===== config.mk =====
export PLATFORM = sky130hd
export DESIGN_NAME = rv32m_seq_divider
export DESIGN_NICKNAME = d
export VERILOG_FILES = /design/src/rtl/rv32m_seq_divider.sv
export SDC_FILE = /design/constraint.sdc
export NUM_CORES = 1
export LEC_CHECK = 0
export CELL_PAD_IN_SITES_DETAIL_PLACEMENT = 0
export CELL_PAD_IN_SITES_GLOBAL_PLACEMENT = 1
export CORE_AREA = 3 3 197 180
export CTS_BUF_LIST = sky130_fd_sc_hd__clkbuf_4 sky130_fd_sc_hd__clkbuf_8
export CTS_CLUSTER_DIAMETER = 60
export DETAILED_ROUTE_END_ITERATION = 8
export DIE_AREA = 0 0 200 183
export HOLD_SLACK_MARGIN = 0.08
export PLACE_DENSITY = 0.68
export SETUP_SLACK_MARGIN = 0.02
export SYNTH_ARGS = -nofsm -noshare
export SYNTH_HDL_FRONTEND = slang
export SYNTH_SLANG_ARGS = --single-unit

===== constraint.sdc =====
create_clock -name clk -period 3.9 [get_ports clk]
set_input_delay 0.78 -clock clk [delete_from_list [all_inputs] [get_ports clk]]
set_output_delay 0.78 -clock clk [all_outputs]
set_load 0.05 [all_outputs]

===== src/rtl/rv32m_seq_divider.sv =====
// -----------------------------------------------------------------------------
// rv32m_seq_divider
// Multi-cycle RV32M divide/remainder unit (DIV, DIVU, REM, REMU).
// The unit runs a radix-2 restoring division on operand magnitudes, one quotient
// bit per clock. It then applies the RISC-V sign rules and holds the result
// until writeback takes it.
//
// Ports:
//   clk        rising-edge clock
//   rst_n      asynchronous active-low reset
//   in_valid   request valid
//   in_ready   unit can accept a request (high only in IDLE)
//   op         funct3[1:0]: 00 DIV, 01 DIVU, 10 REM, 11 REMU
//   rs1        dividend
//   rs2        divisor
//   flush      synchronous abort; drops any request in flight
//   out_valid  result valid
//   out_ready  writeback accepts the result
//   result     quotient or remainder, selected by op
//   busy       high in any state other than IDLE
// -----------------------------------------------------------------------------
module rv32m_seq_divider #(
    parameter int XLEN  = 32,
    parameter int CNT_W = 6
) (
    input  logic            clk,
    input  logic            rst_n,
    input  logic            in_valid,
    output logic            in_ready,
    input  logic [1:0]      op,
    input  logic [XLEN-1:0] rs1,
    input  logic [XLEN-1:0] rs2,
    input  logic            flush,
    output logic            out_valid,
    input  logic            out_ready,
    output logic [XLEN-1:0] result,
    output logic            busy
);

    typedef enum logic [1:0] {
        IDLE = 2'd0,
        CALC = 2'd1,
        FIX  = 2'd2,
        DONE = 2'd3
    } state_t;

    state_t            state_reg;
    logic [CNT_W-1:0]  cnt_reg;
    logic [XLEN-1:0]   rem_reg;
    logic [XLEN-1:0]   quo_reg;
    logic [XLEN-1:0]   dvs_reg;
    logic [XLEN-1:0]   result_reg;
    logic              neg_q_reg;
    logic              neg_r_reg;
    logic              sel_rem_reg;
    logic              out_valid_reg;

    // Request decode, evaluated on the raw inputs at the accept edge.
    logic              accept;
    logic              rs1_neg;
    logic              rs2_neg;
    logic [XLEN-1:0]   rs1_mag;
    logic [XLEN-1:0]   rs2_mag;
    logic              div_zero;
    logic              sgn_ovf;
    logic [XLEN-1:0]   special_res;

    assign accept   = in_valid && (state_reg == IDLE) && !flush;
    assign rs1_neg  = !op[0] && rs1[XLEN-1];
    assign rs2_neg  = !op[0] && rs2[XLEN-1];
    assign rs1_mag  = rs1_neg ? -rs1 : rs1;
    assign rs2_mag  = rs2_neg ? -rs2 : rs2;
    assign div_zero = (rs2 == '0);
    assign sgn_ovf  = !op[0] && (rs1 == {1'b1, {(XLEN-1){1'b0}}}) && (rs2 == '1);

    // Divide by zero is tested first: quotient all ones, remainder = dividend.
    // Signed overflow: quotient = most negative value, remainder = 0.
    always_comb begin
        special_res = '0;
        if (div_zero)
            special_res = op[1] ? rs1 : '1;
        else
            special_res = op[1] ? '0 : {1'b1, {(XLEN-1){1'b0}}};
    end

    // One restoring step. After the shift, the partial remainder can reach
    // 2*divisor-1, which needs XLEN+1 bits. The subtraction is carried one bit
    // wider again, so its top bit is a clean borrow/sign flag.
    logic [XLEN:0]     rem_sh;
    logic [XLEN+1:0]   trial;
    logic              trial_ok;

    assign rem_sh   = {rem_reg, quo_reg[XLEN-1]};
    assign trial    = {1'b0, rem_sh} - {2'b00, dvs_reg};
    assign trial_ok = !trial[XLEN+1];

    // Sign fix-up applied in the FIX state.
    logic [XLEN-1:0]   quo_fix;
    logic [XLEN-1:0]   rem_fix;

    assign quo_fix = neg_q_reg ? -quo_reg : quo_reg;
    assign rem_fix = neg_r_reg ? -rem_reg : rem_reg;

    always_ff @(posedge clk or negedge rst_n) begin
        if (!rst_n) begin
            state_reg     <= IDLE;
            cnt_reg       <= '0;
            rem_reg       <= '0;
            quo_reg       <= '0;
            dvs_reg       <= '0;
            result_reg    <= '0;
            neg_q_reg     <= 1'b0;
            neg_r_reg     <= 1'b0;
            sel_rem_reg   <= 1'b0;
            out_valid_reg <= 1'b0;
        end else begin
            case (state_reg)
                IDLE: begin
                    if (accept) begin
                        sel_rem_reg <= op[1];
                        if (div_zero || sgn_ovf) begin
                            result_reg    <= special_res;
                            out_valid_reg <= 1'b1;
                            state_reg     <= DONE;
                        end else begin
                            // The dividend magnitude sits in quo_reg and is
                            // shifted out MSB-first into the remainder.
                            rem_reg   <= '0;
                            quo_reg   <= rs1_mag;
                            dvs_reg   <= rs2_mag;
                            neg_q_reg <= rs1_neg ^ rs2_neg;
                            neg_r_reg <= rs1_neg;
                            cnt_reg   <= '0;
                            state_reg <= CALC;
                        end
                    end
                end
                CALC: begin
                    if (flush) begin
                        state_reg <= IDLE;
                    end else begin
                        if (trial_ok) begin
                            rem_reg <= trial[XLEN-1:0];
                            quo_reg <= {quo_reg[XLEN-2:0], 1'b1};
                        end else begin
                            rem_reg <= rem_sh[XLEN-1:0];
                            quo_reg <= {quo_reg[XLEN-2:0], 1'b0};
                        end
                        cnt_reg <= cnt_reg + 1'b1;
                        if (cnt_reg == CNT_W'(XLEN-1))
                            state_reg <= FIX;
                    end
                end
                FIX: begin
                    if (flush) begin
                        state_reg <= IDLE;
                    end else begin
                        result_reg    <= sel_rem_reg ? rem_fix : quo_fix;
                        out_valid_reg <= 1'b1;
                        state_reg     <= DONE;
                    end
                end
                DONE: begin
                    // A flush drops the result even if writeback accepts it
                    // in the same cycle. result keeps its last value.
                    if (flush || out_ready) begin
                        out_valid_reg <= 1'b0;
                        state_reg     <= IDLE;
                    end
                end
                default: state_reg <= IDLE;
            endcase
        end
    end

    assign in_ready  = (state_reg == IDLE);
    assign busy      = (state_reg != IDLE);
    assign out_valid = out_valid_reg;
    assign result    = result_reg;

endmodule


==> summary.md, run 1 <==
| Metric | Value |
|---|---|
| Area Growth Syn to Fin | `25.1%` |
| FF-to-FF End | `result[31]$_DFFE_PN0P_` |
| Post-place instance area | `between 10,000 and 15,000 sq um` |
| Synth Area in XOR/XNOR | `between 10% and 20%` |
| Vias per cell | `around 5.1` |
| Mux share of post-synthesis cell area | `between 2 and 3%` |
| Reg2Reg Launch Point | `rem_reg[1]$_DFFE_PN0P_` |
| Fmax | `0.271 GHz` |
| Chip height | `~180 um` |
| Crit path kind | `primary input to flop` |
| Syn nets | `around 1,400` |
| Design Area, Final | `roughly 13,000 sq um` |
| Max VDD drop | `between 300 and 400 uV` |
| First-pass GRT wire length | `roughly 53,000 um` |
| Final #Nets | `~1,600` |
| Fillers | `roughly 3,500` |
| Crit. End Element | `flop` |
| Final ANT Viol Nets | `0` |
| DR vias | `10,000` |
| P_int | `approximately 3.8 mW` |
| Slew headroom | `about a third` |
| Outcome | `complete, no violations` |
| Final Hold Viols | `0` |
| # diodes | `0` |
| Router iterations before antenna repair | `7` |
| Reg power frac | `approximately a third` |
| Yosys cell types | `between 60 and 70` |
| # clock sinks | `140` |
| Residual DRC count | `0` |
| Post-Route WL | `between 30,000 and 40,000 um` |
| Slew Viols, Final | `0` |
| Area leader, netlist | `dfrtp_1` |
| R2r setup slk | `roughly 0.24 ns` |
| Worst-skew pair later-pin latency | `about 0.47 ns` |
| Io pins | `around 110` |
| Gate power share | `between 40 and 50%` |
| Yosys top cell area share | `32.8%` |
| Seq cells post-synth | `140` |
| Synth Warn # | `0` |
| CTS buffer count | `17` |
| RSZ-0062 raised after global routing | `false` |
| Final Cycle Share | `94.8%` |
| Clk pwr share | `between 10% and 20%` |
| GRT overflow | `0` |
| Worst EP arrival | `4.04 ns` |
| 1st-iter DRT viols | `564` |
| Vias in the first global route | `between 9,000 and 10,000` |
| Adder-Cell Fraction of Synth Area | `under 10%` |
| Largest net degree at the start of global routing | `slightly above 70` |
| Sequential element share of the synthesized area | `32.8%` |
| Total power | `6.61 mW` |
| Initial antenna violation count | `0` |
| CTS tree | `built` |
| Worst-case clock buffer depth | `2` |
| Routed len/inst | `17.2 um` |
| Slew @ Worst Pin | `between 1 and 1.5 ns` |
| Gr usage total | `about 18%` |
| Port buffer count | `between 100 and 150` |
| Core ar. | `between 30,000 and 40,000 sq um` |
| Main synth FF type | `dfrtp_1` |
| Maximum Capacitance Violations | `0` |
| Post-synthesis async set-or-reset flop share | `100%` |
| Minimum clock period | `between 3 and 4 ns` |
| Setup TNS | `0 ns` |
| Hold_buf cts | `0` |
| Largest fanout on the critical path | `9` |
| Post-Route Utilization | `39.6%` |
| Lkg Pwr | `5.62 nW` |
| Worst path required time | `roughly 4.2 ns` |
| Die Area | `about 37,000 sq um` |
| Core Rows | `64` |
| Mapped cell area | `about 11,000 sq um` |
| Layout cells sized above 1 | `between 10% and 20%` |
| CTS HTree Levels | `4` |
| Starting Density | `between 30% and 40%` |
| HPWL after DPL | `25,300 um` |
| Mean Syn Cell Area | `8.05 sq um` |
| Largest family of logic cells by synthesized area | `compound AO/OA/AOI/OAI gates` |
| Psw | `~2.8 mW` |
| Chip width | `200 um` |
| Post-synthesis compound-gate area fraction | `around a quarter` |
| GPL Wtd Cong | `0.831` |
| Final setup fails | `0` |
| Clock Skew | `approximately 0.023 ns` |
| FF-to-FF path depth | `10` |
| Worst hold path type | `primary input to asynchronous set/reset pin` |
| Top cells by area, synth | `dfrtp_1, o21ai_0, nand2_1` |
| EDFF count, synth | `0` |
| CP Launch Type | `primary input` |
| CTS root buf | `clkbuf_8` |
| Area share of and/or/nand/nor cells after synthesis | `around a fifth` |
| Sw frac | `~43%` |
| Pwr Density | `between 400 and 500 nW/um^2` |
| Clock-pin slew on the worst setup and hold paths | `roughly 0.10 ns` |
| Syn Inst Count | `roughly 1,300` |
==> layout by cell type (no fill, tap or decap), types with 11 or more instances in the layout <==
cell type / instances
a21o_1: 13
a21oi_1: 117
a31oi_2: 12
buf_4: 74
clkbuf_8: 17
clkdlybuf4s50_1: 100
dfrtp_1: 140
ha_1: 38
inv_1: 53
mux2i_1: 29
nand2_1: 184
nand3_1: 11
nand4_1: 16
nor2_1: 114
nor3_1: 14
nor4_1: 12
o211ai_1: 18
o21ai_0: 136
o21ai_1: 26
o221ai_1: 14
o31ai_1: 33
o41ai_1: 12
or3_1: 16
or4_1: 17
xnor2_1: 65
xor2_1: 75
==> stage by stage <==
stage                     setup slack (ns)  hold WS (ns)  cells
final                                0.204         0.325   1952
after global routing                0.0501         0.362   1952
after CTS                           0.0718         0.342   1945
after detailed placement            -0.422         0.470   1913
after global placement              -0.364         0.462   1913
after floorplan                      0.177         0.450   1327
==> worst max-delay path by stage <==
stage | from | endpoint | depth (start not counted)
2_1_floorplan | rs1[10] | result[3]$_DFFE_PN0P_ | 12
3_3_place_gp | rs1[10] | result[5]$_DFFE_PN0P_ | 12
3_5_place_dp | rs1[10] | result[5]$_DFFE_PN0P_ | 12
4_1_cts | rs1[10] | result[17]$_DFFE_PN0P_ | 12
5_1_grt | rem_reg[1]$_DFFE_PN0P_ | result[31]$_DFFE_PN0P_ | 10
6_report | rs1[2] | quo_reg[4]$_DFFE_PN0P_ | 12
==> cells by family (layout without fill, tap and decap cells) <==
family	count (synthesis)	in the layout
multiplexers	30	30
AO/OA/AOI/OAI	423	423
flip-flops	140	140
adder cells (fa/ha/maj)	39	39
XOR/XNOR	140	140
AND/OR/NAND/NOR	434	434
buffers and inverters	121	284
==> power groups by stage <==
stage	Clock [mW]	Sequential [mW]	Combinational, mW
floorplan	0	1.98	2.32
global placement	0	2.10	3.16
detailed placement	0	2.11	3.19
CTS	1.30	2.08	3.21
global route	1.37	2.14	3.63
finish	1.27	2.09	3.25
==> cells in the mapped netlist, types with 13 or more instances <==
library cell,count
nand2_1,185
o21ai_0,142
dfrtp_1,140
a21oi_1,117
nor2_1,116
xor2_1,75
xnor2_1,65
inv_1,53
clkbuf_1,44
ha_1,38
o31ai_1,34
mux2i_1,29
o21ai_1,20
o211ai_1,18
or3_1,17
or4_1,17
nand4_1,16
nor3_1,14
o221ai_1,14
a21o_1,13
==> layout make-up <==
cell class,count,area [sq um],area share [%]
multi-input cells,1066,6680,50.0
flip-flops and latches,140,3500,26.2
repair buffers,198,1980,14.8
well taps,462,578,4.33
clock buffers,18,241,1.81
inverters,54,203,1.52
clock inverters,14,169,1.26
==> routing by layer <==
metal | track usage, % | share of wire, % | routed length, um
met2 | 28.7 | 45 | 15300
met3 | 2.30 | 3.9 | 1300
met5 | 0 | 0 | 0
met1 | 26.5 | 50 | 16800
met4 | 3.21 | 0.69 | 233
==> worst max-delay path, stage by stage <==
cell and delay, ns:
clkdlybuf4s50_1 0.51, nor4_1 0.30, buf_4 0.18, nand3b_1 0.13
or4_4 0.48, or3_4 0.36, nor4_4 0.33, a31oi_4 0.17
a21oi_4 0.33, buf_8 0.21, clkbuf_16 0.16, o21ai_0 0.10
==> what timing repair did <==
item	CTS	global route
hold endpoints to repair	0	0
setup buffers	0	1
resized for setup	0	24
endpoints found under the setup margin	0	27
(Power assumes the default switching activity.)
==> run 2: changes to the inputs <==
- clock period: 3.9 -> 4.78 ns (I/O delays scaled with it)
==> run 2 against run 1 <==
Against the previous run:
- sequential cell count is the same
- clock-buffer cell count grew 1
- critical path depth shrank 1
- routed wire length shrank 5.0%
- non-clock buffer count shrank 59
==> summary.md, run 2 (synthesis results as in run 1) <==
| Metric | Value |
|---|---|
| Outcome | `complete, no violations (unchanged)` |
| Final ANT Viol Nets | `0 (unchanged)` |
| Most common cell after layout, fill and taps aside | `nand2_1 (unchanged)` |
| Die Area | `36,600 sq um (unchanged)` |
| Residual DRC count | `0 (unchanged)` |
| Most frequent cells in the layout | `nand2_1, o21ai_0, dfrtp_1, a21oi_1, nor2_1 (was nand2_1, dfrtp_1, o21ai_0, a21oi_1, nor2_1)` |
| 1st-iter DRT viols | `575 (was 564)` |
| Vias in the first global route | `9,280 (was 9,629)` |
| Vias per cell | `5.14 (about the same)` |
| Final #Nets | `1,528 (was 1,587)` |
| Largest net degree at the start of global routing | `84 (was 72)` |
| Worst EP arrival | `4.55 ns (was 4.04 ns)` |
| Crit. End Element | `flop (unchanged)` |
| CTS buffer count | `17 (unchanged)` |
| Routed len/inst | `16.9 um (was 17.2 um)` |
| Final Cycle Share | `86.9%` |
| Initial antenna violation count | `0 (unchanged)` |
| Met3 Use GR | `2.50% (was 2.30%)` |
| Minimum clock period | `between 4 and 5 ns` |
| DR vias | `9,733 (was 10,000)` |
| Post-place instance area | `12,300 sq um (was 12,700 sq um)` |
| Router iterations before antenna repair | `5 (was 7)` |
| Max VDD drop | `251 uV (was 373 uV)` |
| Port buffer count | `105 (unchanged)` |
| Slew headroom | `32.4% (was 31.9%)` |
| RSZ-0062 raised after global routing | `false (unchanged)` |
| CP max-delay cell | `or4_4 (was clkdlybuf4s50_1)` |
| Grt peak-use layer | `met2 (unchanged)` |
| Io pins | `106 (unchanged)` |
| HPWL after DPL | `24,400 um (was 25,300 um)` |
| Slew Viols, Final | `0 (unchanged)` |
| Worst hold path type | `flop to flop (was primary input to asynchronous set/reset pin)` |
| Maximum Capacitance Violations | `0 (unchanged)` |
| Core Rows | `64 (unchanged)` |
| Post-cts sizing count | `0 (unchanged)` |
| # diodes | `0 (unchanged)` |
| Placed insts | `1,861 (was 1,913)` |
| GRT overflow | `0 (unchanged)` |
| Chip height | `183 um (unchanged)` |
| CP Launch Type | `primary input (unchanged)` |
| Post-CTS Setup Bufs | `0 (unchanged)` |
| Post-Route WL | `31,900 um (was 33,600 um)` |
| Final setup fails | `0 (unchanged)` |
| Fin cells | `1,893 (was 1,952)` |
| Starting Density | `31.7% (unchanged)` |
| Largest fanout on the critical path | `4 (was 9)` |
| Setup TNS | `0 ns (unchanged)` |
| Layout cells sized above 1 | `6.85% (was 10.9%)` |
| CTS root buf | `clkbuf_8 (unchanged)` |
| CTS tree | `built (unchanged)` |
| Worst-case clock buffer depth | `2 (unchanged)` |
| GRT met2 Usage | `27.1% (was 28.7%)` |
| Hold_buf cts | `0 (unchanged)` |
| Design Area, Final | `12,800 sq um (was 13,400 sq um)` |
| Core ar. | `33,700 sq um (unchanged)` |
| Largest stage delay on the critical path | `0.57 ns (was 0.51 ns)` |
| GR Util met1 | `26.0% (was 26.5%)` |
| GPL Wtd Cong | `0.803 (was 0.831)` |
| Crit path kind | `primary input to flop (unchanged)` |
| Critical-path cell list | `clkdlybuf4s50_1 -> or4_4 -> or3_4 -> or4_4 -> or3_4 -> nor4_4 -> a31oi_4 -> o21bai_2 -> nand2_1 -> a2111oi_1 -> a21o_1 (was clkdlybuf4s50_1 -> nor4_1 -> buf_4 -> nand3b_1 -> or4_4 -> or3_4 -> nor4_4 -> a31oi_4 -> a21oi_4 -> buf_8 -> clkbuf_16 -> o21ai_0)` |
| Clock-pin slew on the worst setup and hold paths | `0.08 ns (was 0.10 ns)` |
| Lkg Pwr | `5.26 nW (was 5.62 nW)` |
| Pwr Density | `420 nW/um^2 (was 495 nW/um^2)` |
| Total power | `5.36 mW (was 6.61 mW)` |
| Chip width | `200 um (unchanged)` |
| Area Growth Syn to Fin | `19.7% (was 25.1%)` |
| Final Hold Viols | `0 (unchanged)` |
| Slew @ Worst Pin | `1.01 ns (was 1.02 ns)` |
| CTS HTree Levels | `4 (unchanged)` |
| First-pass GRT wire length | `51,200 um (was 52,900 um)` |
| Clock Skew | `0.0150 ns (was 0.0229 ns)` |
| Gr usage total | `17.5% (was 18.0%)` |
| # clock sinks | `140 (unchanged)` |
| Worst-skew pair later-pin latency | `0.46 ns (was 0.47 ns)` |
| Fmax | `about 0.24 GHz` |
| Worst path required time | `5.18 ns (was 4.24 ns)` |
-- run 2: cell count changes in the layout (fill, tap and decap cells not counted), sizes merged, moves of 2 or more --
cell / change
clkbuf: -4
bufinv: +2
clkdlybuf4s50: +4
dlymetal6s2s: -4
clkinvlp: -2
buf: -54
-- run 2: worst paths after layout --
check,slack [ns],endpoint,from,cells after the start
max,0.63,result[31]$_DFFE_PN0P_,rs1[10],11
min,0.48,result[11]$_DFFE_PN0P_,result[11]$_DFFE_PN0P_,2
max reg2reg,0.74,rem_reg[14]$_DFFE_PN0P_,rem_reg[2]$_DFFE_PN0P_,13
min reg2reg,0.48,result[11]$_DFFE_PN0P_,result[11]$_DFFE_PN0P_,2
max in group asynchronous,3.25,dvs_reg[2]$_DFFE_PN0P_,rst_n,2
min in group asynchronous,0.50,result[12]$_DFFE_PN0P_,rst_n,1
-- run 2: worst max-delay path: cells and delay by family --
| kind | cells | cell delay [ns] |
|---|---|---|
| and+or+nand+nor | 6 | 2.22 |
| AOI/OAI and AO/OA | 4 | 0.90 |
| buffers and inverters | 1 | 0.47 |
-- run 2: where the power goes --
part	switching, mW	internal [mW]	total [mW]
clock	0.510	0.637	1.15
combinational	1.43	1.07	2.50
sequential	0.326	1.39	1.71
total	2.27	3.10	5.36
-- run 2: layer usage --
metal | share of wire (%) | wire, um | vias to the layer above
met5 | 0 | 0 | -
met4 | 1.3 | 411 | 0
met2 | 44 | 14100 | 191
li1 | - | - | 4911
met1 | 51 | 16300 | 4609
met3 | 3.7 | 1170 | 22
-- run 2: layout make-up --
class	count	area, sq um
fill	3524	20900
timing repair buffer	139	1370
sequential	140	3500
tap	462	578
clock inverter	13	216
clock buffer	19	249
multi-input combinational	1066	6660
inverter	54	203
-- run 2: metrics by stage --
step	hold WS, ns	setup WS, ns	utilization, %
final	0.480	0.626	37.9
after global routing	0.505	0.406	37.9
after CTS	0.486	0.670	37.9
after detailed placement	0.465	0.186	36.5
after global placement	0.462	0.271	36.5
after floorplan	0.450	0.881	-
==> run 3: changes to the inputs <==
- RECOVER_POWER: unset -> 25
- SETUP_SLACK_MARGIN: 0.02 -> 0.5
==> run 3 against run 2 <==
Against the previous run:
- design area is the same
- sequential power is essentially flat
- the flow now finishes with violations (capacitance limit, slew limit)
- clock skew is essentially flat
- critical path type unchanged
- first-iteration DRC count shrank 8.9%
- highest routed layer unchanged
==> summary.md, run 3 (synthesis results as in run 1) <==
| Metric | Value |
|---|---|
| Outcome | `finished with violations (was complete, no violations)` |
| Failing checks | `capacitance limit, slew limit` |
| Lkg Pwr | `5.26 nW (about the same)` |
| Worst-case clock buffer depth | `2 (unchanged)` |
| Area Growth Syn to Fin | `19.7% (unchanged)` |
| Max VDD drop | `250 uV (was 251 uV)` |
| Minimum clock period | `4.15 ns (about the same)` |
| Final #Nets | `1,528 (unchanged)` |
| 1st-iter DRT viols | `524 (was 575)` |
| Psw | `2.26 mW (was 2.27 mW)` |
| Clock Skew | `0.0148 ns (was 0.0150 ns)` |
| P_int | `3.10 mW (about the same)` |
| Most frequent cells in the layout | `nand2_1, o21ai_0, dfrtp_1, a21oi_1, nor2_1 (unchanged)` |
| DR vias | `9,708 (was 9,733)` |
| Fmax | `0.241 GHz (about the same)` |
| Reg power frac | `31.9% (was 32.0%)` |
| Chip height | `183 um (unchanged)` |
| Port buffer count | `105 (unchanged)` |
| Hold Slack | `0.480 ns (about the same)` |
| Layout cells sized above 1 | `6.99% (was 6.85%)` |
| Gr usage total | `17.5% (unchanged)` |
| First-pass GRT wire length | `51,200 um (unchanged)` |
| Core ar. | `33,700 sq um (unchanged)` |
| GPL Wtd Cong | `0.803 (unchanged)` |
| CTS tree | `built (unchanged)` |
| Die Area | `36,600 sq um (unchanged)` |
| Post-place instance area | `12,300 sq um (unchanged)` |
| Crit path kind | `primary input to flop (unchanged)` |
| Largest net degree at the start of global routing | `84 (unchanged)` |
| Slew headroom | `-45.6% (was 32.4%)` |
| Chip width | `200 um (unchanged)` |
| HPWL after DPL | `24,400 um (unchanged)` |
| # clock sinks | `140 (unchanged)` |
| CTS buffer count | `17 (unchanged)` |
| Worst EP arrival | `4.47 ns (was 4.55 ns)` |
| R2r setup slk | `0.87 ns (was 0.74 ns)` |
| Vias per cell | `5.13 (was 5.14)` |
| Largest fanout on the critical path | `11 (was 4)` |
| Crit. End Element | `flop (unchanged)` |
| Placed insts | `1,861 (unchanged)` |
| Clk pwr share | `21.4% (about the same)` |
| Slew @ Worst Pin | `2.18 ns (was 1.01 ns)` |
| Fillers | `3,522 (was 3,524)` |
| Worst-skew pair later-pin latency | `0.46 ns (about the same)` |
| Post-Route WL | `31,900 um (about the same)` |
| CTS root buf | `clkbuf_8 (unchanged)` |
| # diodes | `0 (unchanged)` |
| Slew Viols, Final | `84 (was 0)` |
| Starting Density | `31.7% (unchanged)` |
| Initial antenna violation count | `0 (unchanged)` |
| Setup TNS | `0 ns (unchanged)` |
| Final ANT Viol Nets | `0 (unchanged)` |
| Final Hold Viols | `0 (unchanged)` |
| Routed len/inst | `16.9 um (about the same)` |
| CP Launch Type | `primary input (unchanged)` |
| Final Cycle Share | `86.8% (was 86.9%)` |
| Vias in the first global route | `9,280 (unchanged)` |
| Router iterations before antenna repair | `5 (unchanged)` |
| Residual DRC count | `0 (unchanged)` |
| Final setup fails | `0 (unchanged)` |
| Core Rows | `64 (unchanged)` |
| Io pins | `106 (unchanged)` |
| Worst path required time | `5.10 ns (was 5.18 ns)` |
| Design Area, Final | `12,800 sq um (unchanged)` |
| Crit-path leading delay family | `simple AND/OR/NAND/NOR gates (unchanged)` |
| Hold_buf cts | `0 (unchanged)` |
| Most common cell after layout, fill and taps aside | `nand2_1 (unchanged)` |
| Post-CTS Setup Bufs | `0 (unchanged)` |
| GRT overflow | `0 (unchanged)` |
| PnR worst setup slack | `0.632 ns (was 0.626 ns)` |
| Post-cts sizing count | `0 (unchanged)` |
| RSZ-0062 raised after global routing | `true (was false)` |
| Crit path buf inv count | `2 (was 1)` |
| Critical-path cell list | `clkdlybuf4s50_1 -> or4_4 -> or3_4 -> or4_4 -> or3_4 -> nor4_4 -> a31oi_4 -> o21bai_2 -> nand2_1 -> buf_4 -> nand2_1 -> o21ai_0 (was clkdlybuf4s50_1 -> or4_4 -> or3_4 -> or4_4 -> or3_4 -> nor4_4 -> a31oi_4 -> o21bai_2 -> nand2_1 -> a2111oi_1 -> a21o_1)` |
| Gate power share | `46.7% (was 46.6%)` |
| Pwr Density | `419 nW/um^2 (was 420 nW/um^2)` |
| Clock-pin slew on the worst setup and hold paths | `0.08 ns (about the same)` |
| CTS HTree Levels | `4 (unchanged)` |
| Largest stage delay on the critical path | `0.57 ns (about the same)` |
| Sw frac | `42.2% (was 42.3%)` |
| Setup WS pre-CTS | `0.186 ns (unchanged)` |
| Maximum Capacitance Violations | `1 (was 0)` |
| CP max-delay cell | `or4_4 (unchanged)` |
| Fin cells | `1,893 (unchanged)` |
| Worst hold path type | `flop to flop (unchanged)` |
run 3: final timing paths:
path	from	end	cells past startpoint
max	rs1[10]	result[16]$_DFFE_PN0P_	12
min	result[11]$_DFFE_PN0P_	result[11]$_DFFE_PN0P_	2
max reg2reg	rem_reg[2]$_DFFE_PN0P_	rem_reg[14]$_DFFE_PN0P_	13
min reg2reg	result[11]$_DFFE_PN0P_	result[11]$_DFFE_PN0P_	2
max in group asynchronous	rst_n	dvs_reg[2]$_DFFE_PN0P_	2
min in group asynchronous	rst_n	result[12]$_DFFE_PN0P_	1
run 3: area by class of cell:
cell class	count	area (sq um)	share of cell area, %
Clock buffer	19	249	1.95
Clock inverter	13	216	1.69
Inverter	54	203	1.59
Multi-Input combinational cell	1066	6670	52.2
Sequential cell	140	3500	27.4
Tap cell	462	578	4.52
Timing Repair Buffer	139	1360	10.7
run 3: metrics by stage:
| stage | utilization, % | total power, mW |
|---|---|---|
| 2_1_floorplan | - | 3.50 |
| 3_3_place_gp | 36.5 | 4.20 |
| 3_5_place_dp | 36.5 | 4.24 |
| 4_1_cts | 37.9 | 5.40 |
| 5_1_grt | 37.9 | 5.78 |
| 6_report | 37.9 | 5.36 |
run 3: worst reg2reg max path, delay by kind of cell (launching register included):
family	cells	cell delay, ns
AO/OA/AOI/OAI	9	2.28
buffers and inverters	2	0.42
multiplexers	1	0.25
flip-flops	1	0.46
adder cells (fa/ha/maj)	1	0.36
run 3: per-layer routing:
metal | share of wire [%] | wire length, um | global-route usage, %
met2 | 44 | 14100 | 27.1
met5 | 0 | 0 | 0
met1 | 51 | 16200 | 26.0
met4 | 1.4 | 438 | 3.91
met3 | 3.9 | 1260 | 2.50
run 3: power by group through the flow:
stage	logic (mW)	registers, mW	clock network (mW)
floorplan	1.89	1.61	0
global placement	2.48	1.73	0
finish	2.50	1.71	1.15
global route	2.80	1.76	1.23
detailed placement	2.51	1.73	0
CTS	2.51	1.71	1.18
